--- config.mk ---
export PLATFORM = sky130hd
export DESIGN_NAME = row_demux
export DESIGN_NICKNAME = d
export VERILOG_FILES = /design/src/rtl/row_demux.sv
export SDC_FILE = /design/constraint.sdc
export NUM_CORES = 1
export LEC_CHECK = 0
export BUFFER_PORTS_ARGS = -buffer_cell sky130_fd_sc_hd__clkbuf_2
export CAP_MARGIN = 20
export CORE_ASPECT_RATIO = 0.75
export CORE_MARGIN = 10
export CORE_UTILIZATION = 55
export CTS_CLUSTER_DIAMETER = 60
export DETAILED_ROUTE_END_ITERATION = 16
export PLACE_DENSITY = 0.86
export SYNTH_ARGS = -nofsm -noshare
export SYNTH_HDL_FRONTEND = slang
export SYNTH_SLANG_ARGS = --single-unit
--- constraint.sdc ---
create_clock -name clk -period 3.81 [get_ports clk]
set_clock_uncertainty 0.2 [all_clocks]
set_input_delay 0.762 -clock clk [delete_from_list [all_inputs] [get_ports clk]]
set_output_delay 0.762 -clock clk [all_outputs]
set_load 0.05 [all_outputs]
--- src/rtl/row_demux.sv ---
// Serial-to-parallel demultiplexer: steers a stream of operand words into
// LANES lane registers and presents each completed vector with valid/ready.
module row_demux #(
  parameter int unsigned WIDTH = 8,
  parameter int unsigned LANES = 4
) (
  input  logic                           clk,
  input  logic                           rst,
  input  logic                           in_valid,
  output logic                           in_ready,
  input  logic [WIDTH-1:0]               in_data,
  input  logic                           in_last,
  output logic                           out_valid,
  input  logic                           out_ready,
  output logic [LANES*WIDTH-1:0]         out_data,
  output logic [$clog2(LANES+1)-1:0]     out_count,
  output logic                           out_last
);

  localparam int unsigned IW = $clog2(LANES);
  localparam int unsigned CW = $clog2(LANES+1);
  localparam logic [IW-1:0] LAST_LANE = IW'(LANES - 1);

  typedef enum logic {
    FILL = 1'b0,
    FULL = 1'b1
  } state_t;

  state_t           state_q, state_d;
  logic [IW-1:0]    cnt_q, cnt_d;
  logic [WIDTH-1:0] lanes_q [LANES];
  logic [WIDTH-1:0] lanes_d [LANES];
  logic [CW-1:0]    count_d;
  logic             last_d;

  // Upstream may push whenever a vector is filling or the held vector drains.
  assign in_ready  = (state_q == FILL) || out_ready;
  assign out_valid = (state_q == FULL);

  always_comb begin
    for (int i = 0; i < int'(LANES); i++) begin
      out_data[i*WIDTH +: WIDTH] = lanes_q[i];
    end
  end

  // Next-state, lane steering, zero-fill and vector metadata.
  always_comb begin
    state_d = state_q;
    cnt_d   = cnt_q;
    count_d = out_count;
    last_d  = out_last;
    for (int i = 0; i < int'(LANES); i++) begin
      lanes_d[i] = lanes_q[i];
    end

    case (state_q)
      FILL: begin
        if (in_valid) begin
          lanes_d[cnt_q] = in_data;
          if (cnt_q == LAST_LANE || in_last) begin
            for (int i = 0; i < int'(LANES); i++) begin
              if (IW'(i) > cnt_q) lanes_d[i] = '0;
            end
            count_d = CW'(cnt_q) + CW'(1);
            last_d  = in_last;
            cnt_d   = '0;
            state_d = FULL;
          end else begin
            cnt_d = cnt_q + IW'(1);
          end
        end
      end
      FULL: begin
        if (out_ready) begin
          if (in_valid) begin
            // Hand-off cycle: the new word starts the next vector in lane 0.
            lanes_d[0] = in_data;
            for (int i = 1; i < int'(LANES); i++) begin
              lanes_d[i] = '0;
            end
            cnt_d = IW'(1);
            if (in_last) begin
              count_d = CW'(1);
              last_d  = 1'b1;
              state_d = FULL;
            end else begin
              state_d = FILL;
            end
          end else begin
            cnt_d   = '0;
            state_d = FILL;
          end
        end
      end
      default: begin
        state_d = FILL;
        cnt_d   = '0;
      end
    endcase
  end

  always_ff @(posedge clk or posedge rst) begin
    if (rst) begin
      state_q   <= FILL;
      cnt_q     <= '0;
      out_count <= '0;
      out_last  <= 1'b0;
      for (int i = 0; i < int'(LANES); i++) begin
        lanes_q[i] <= '0;
      end
    end else begin
      state_q   <= state_d;
      cnt_q     <= cnt_d;
      out_count <= count_d;
      out_last  <= last_d;
      for (int i = 0; i < int'(LANES); i++) begin
        lanes_q[i] <= lanes_d[i];
      end
    end
  end

endmodule

* Yosys cells after proc, flatten, opt, wreduce, memory -nomap -nowiden *
Cells that the tools add are included.

word-level totals
  flip-flop bits (word level) = 39
  bits of input ports = 13
  output and inout port bits = 38
  word-level logic and storage cells = 65

cells by class
  add/sub/neg operators = 2
  order comparisons = 6
  equal/unequal tests = 6
  muxes and demuxes = 35
  bitwise operators = 2
  reduce and logical (&&, ||, !) cells = 6

operators with widths
  operator             number
  $mux 32              4
  $pmux 32 s2          1
  $mux 8               5
  $bwmux 32            1
  $demux 8 s2          1
  $mux 3               5
  $mux 1               11
  $ne 2x2->1 const B   4
  $mux 2               3
  $pmux 3 s2           1
  $reduce_and 5->1     1
  $gt 1x2->1 const A   2
  $gt 2x2->1 const A   2
  $pmux 1 s2           2
  $pmux 2 s2           1
  $add 2x1->3 const B  1
  $ge 3x3->1 const B   1
  $lt 3x1->1 const B   1
  $not 2->3            1
  $reduce_and 3->1     1
  $add 2x1->2 const B  1
  $eq 2x2->1 const B   1
  $logic_or 1x1->1     2
  $ne 2x1->1 const B   1
  3 further kinds      3

* Logic depth before layout (Yosys ltp) *
  word-level depth = 10
  mapped depth = 6
  mapped depth without buffers = 5

* Worst setup path after synthesis *
No wires, ideal clock.

  path kind = input port to output port
  start = in out_ready
  end = out in_ready
  data arrival time = 1211 ps
  data required time = 2848 ps
  slack = 1637 ps
  stages = 2
  buffers on the path = 1
  cells stage by stage = nand2b_1 -> buf_2

between the ends
  word-level cells in the longest chain between the ends = 1

ends and longest elaborated chain
  what              line  source
  from (decl)       14    input logic out_ready,
  $logic_or 1x1->1  37    assign in_ready = (state_q == FILL) || out_ready;
  to (decl)         10    output logic in_ready,

Every way passes these cells.

* Worst setup path after layout *
  start = reg state_q, in the netlist out_valid
  end = out in_ready

between the ends
  word-level cells in the longest chain between the ends = 2

ends and longest elaborated chain
  what                    line  source
  from (decl)             29    state_t state_q, state_d;
  from (signal assigned)  112   state_q <= state_d;
  $not 1->1               n/a
  $logic_or 1x1->1        37

Every way passes these cells.

==> flow_metrics.py <==
metrics = {
    "synth": {
        "synth-async-reset-ratio": 1.000,
        "synth_edf_count": 0,
        "netlist_area_sq_um": 1754,
        "ys_seq_area_frac": 0.5563,
        "syn-instance-count": 140,
        "synth_seq_cells": 39,
        "syn_nets": 158,
        "ys_types": 31,
        "synth_warnings": 0,
        "avgSynthCellArea_sq_um": 12.53,
        "ys.flop_type": "dfrtp_1",
    },
    "clocking": {
        "cts_root_buf": "clkbuf_8",
        "insertion_delay_ns": 0.30,
        "post_cts_resized": 0,
        "cts_setup_buffers": 0,
        "clkSinkCount": 39,
        "holdBufCountCts": 0,
        "clk_pin_slew_ns": 0.07,
        "cts_tree": "done",
        "cts_buffers": 5,
        "cts_buffer_depth": 2,
        "htreeDepth": 2,
    },
    "detailed_routing": {
        "met1_length_microns": 2029,
        "via_per_inst": 5.965,
        "route.met2.wl_microns": 2094,
        "drc_errors": 0,
        "ant_nets": 0,
        "wl_met3_microns": 311,
        "vias": 1366,
        "totalWireLength_microns": 4525,
        "drt_pass1_iterations": 4,
        "highest_layer": "met4",
        "post_drt_wl_per_cell_microns": 19.76,
        "drt_first_iter_violations": 110,
    },
    "floorplanning": {
        "start_util": 0.5849,
        "fp.coreArea_sq_um": 2999,
        "num_rows": 17,
        "die_x_microns": 85.21,
        "pin_count": 51,
        "die_y_microns": 68.91,
        "die_area_sq_um": 5872,
    },
    "timing": {
        "min_period_ns": 2.786,
        "hold_viol": 0,
        "worst_pin_slew_ns": 0.5617,
        "holdWs_ns": 0.3056,
        "slew_viol_final": 0,
        "setup_viol": 0,
        "rsz0062_at_grt": "false",
        "fin_crit_sh": 0.7312,
        "maxSlewHeadroom": 0.6148,
        "max_freq_mhz": 358.9,
        "layout_setup_ws_ns": 1.024,
        "finalSetupTns_ns": 0,
    },
    "critical_path": {
        "r2r_slack_ns": 1.83,
        "cp_max_fo": 14,
        "reg2regPathDepth": 3,
        "start_kind": "register",
        "critPathRequiredTime_ns": 2.85,
        "crit_type": "reg2out",
        "rr_startpoint": "out_valid",
        "reg2reg_to": "out_data[21]",
        "worstSetupEndpointType": "output port",
        "cp.arrival_ns": 1.82,
    },
    "place": {
        "hpwlAfterDp_microns": 3412,
        "placed_cells": 221,
        "pre_cts_slack_ns": 1.149,
        "post_dp_cell_area_sq_um": 1998,
        "gp_congestion": 0.8499,
        "port_buffers": 50,
    },
    "grt": {
        "grt_max_degree": 40,
        "grt_usage": 0.1598,
        "antenna_found_initial": 0,
        "grt_pass1_wl_microns": 7196,
        "grt_pass1_vias": 1400,
        "grt_overflow_total": 0,
    },
    "run_status": {
        "run_status": "completed",
    },
    "pwr": {
        "power_frac_clock": 0.250,
        "comb_power_share": 0.364,
        "p_switching_uw": 587.8,
        "sw_frac_of_total": 0.4221,
        "total_power_mw": 1.392,
        "internal_power_uw": 804.7,
        "sequentialPowerShare": 0.386,
        "peakVddDrop_v": 0.0004741,
        "powerDensity_nw_per_um2": 659.7,
        "leakage_nw": 1.067,
    },
    "min_path": {
        "min_to": "out_data[26]",
        "min-delay-start": "out_data[26]",
        "min_path_type": "reg2reg",
        "worstHoldPathCells": 1,
    },
    "flow_run": {
        "max-cap-violations": 0,
    },
    "layout": {
        "final_cell_area_sq_um": 2111,
        "fillers": 219,
        "fin_cells": 229,
        "nNetsFinal": 208,
        "final_layout_size_suffix_gt1_frac": 0.3455,
        "synthToLayoutAreaGrowth_pct": 20.33,
        "fin_util": 0.7038,
        "diodes": 0,
    },
}
## cell type report
class                      instances  area [sq um]  area share
sequential                        39         975.9      0.4624
multi-input combinational         87         694.4      0.3290
timing repair buffer              51         257.7      0.1221
clock buffer                       5         68.82     0.03260
tap                               38         47.55     0.02253
clock inverter                     3         43.79     0.02075
inverter                           6         22.52     0.01067
## synthesized netlist by cell type (all sizes together), types with 2 or more instances
master	count	share of area
nor2b	2	0.0086
dfrtp	39	0.56
buf	8	0.035
a21oi	12	0.034
o22ai	2	0.0071
and3b	2	0.010
a22o	25	0.12
nand2	2	0.0043
nor2	2	0.0043
inv	6	0.013
nand3	9	0.026
o311ai	3	0.045
nor3	2	0.012
ha	5	0.036
o21ai	9	0.026
## worst max-delay path: stages, from the launching register on
cell and delay (ns):
dfrtp_1 0.72, nand2b_1 0.45, clkbuf_2 0.36
## power by group through the flow
| stage | Combinational [mW] | Sequential, mW | Clock (mW) |
|---|---|---|---|
| after global placement | 0.501 | 0.538 | 0 |
| after detailed placement | 0.512 | 0.543 | 0 |
| after CTS | 0.513 | 0.536 | 0.353 |
| after floorplan | 0.155 | 0.772 | 0 |
| final | 0.507 | 0.537 | 0.348 |
| after global routing | 0.541 | 0.545 | 0.372 |
## registers in the layout, summed over array words and instances, names as in the netlist
signal	count
cnt_q	2
out_count	3
out_valid	1
out_data	32
out_last	1
## how the worst max path moves through the flow
stage,from,end,cells after the start
after floorplan,out_ready,in_ready,2
after global placement,out_ready,in_ready,3
after detailed placement,out_ready,in_ready,3
after CTS,out_valid,in_ready,2
after global routing,out_valid,in_ready,2
final,out_valid,in_ready,2
## per-layer routing
layer,up-vias,GRT usage
met5,-,0
met3,10,0.06089
li1,626,-
met2,47,0.2453
met4,0,0.09221
met1,683,0.1914
## placed cells by master, fill, tap and decap left out, types with 2 or more instances in the layout
cell      netlist  final
nor2_1          2      2
clkbuf_8        0      5
clkbuf_2        0     50
and3b_1         2      2
o21ai_0         9      9
o22ai_1         2      2
ha_1            5      5
nand3_1         9      9
a21oi_1        12     12
o311ai_4        3      3
nand2_1         2      2
inv_1           6      6
dfrtp_1        39     39
a22o_1         25     25
## kinds of logic after synthesis
logic type	Yosys count	share of synthesized area
simple gates	23	0.08204
compound gates	57	0.2661
fa+ha+maj	5	0.03566
flops	39	0.5564
buf+inv	14	0.04779
mux	2	0.01213
No activity file was read; power rests on OpenSTA's default activity.
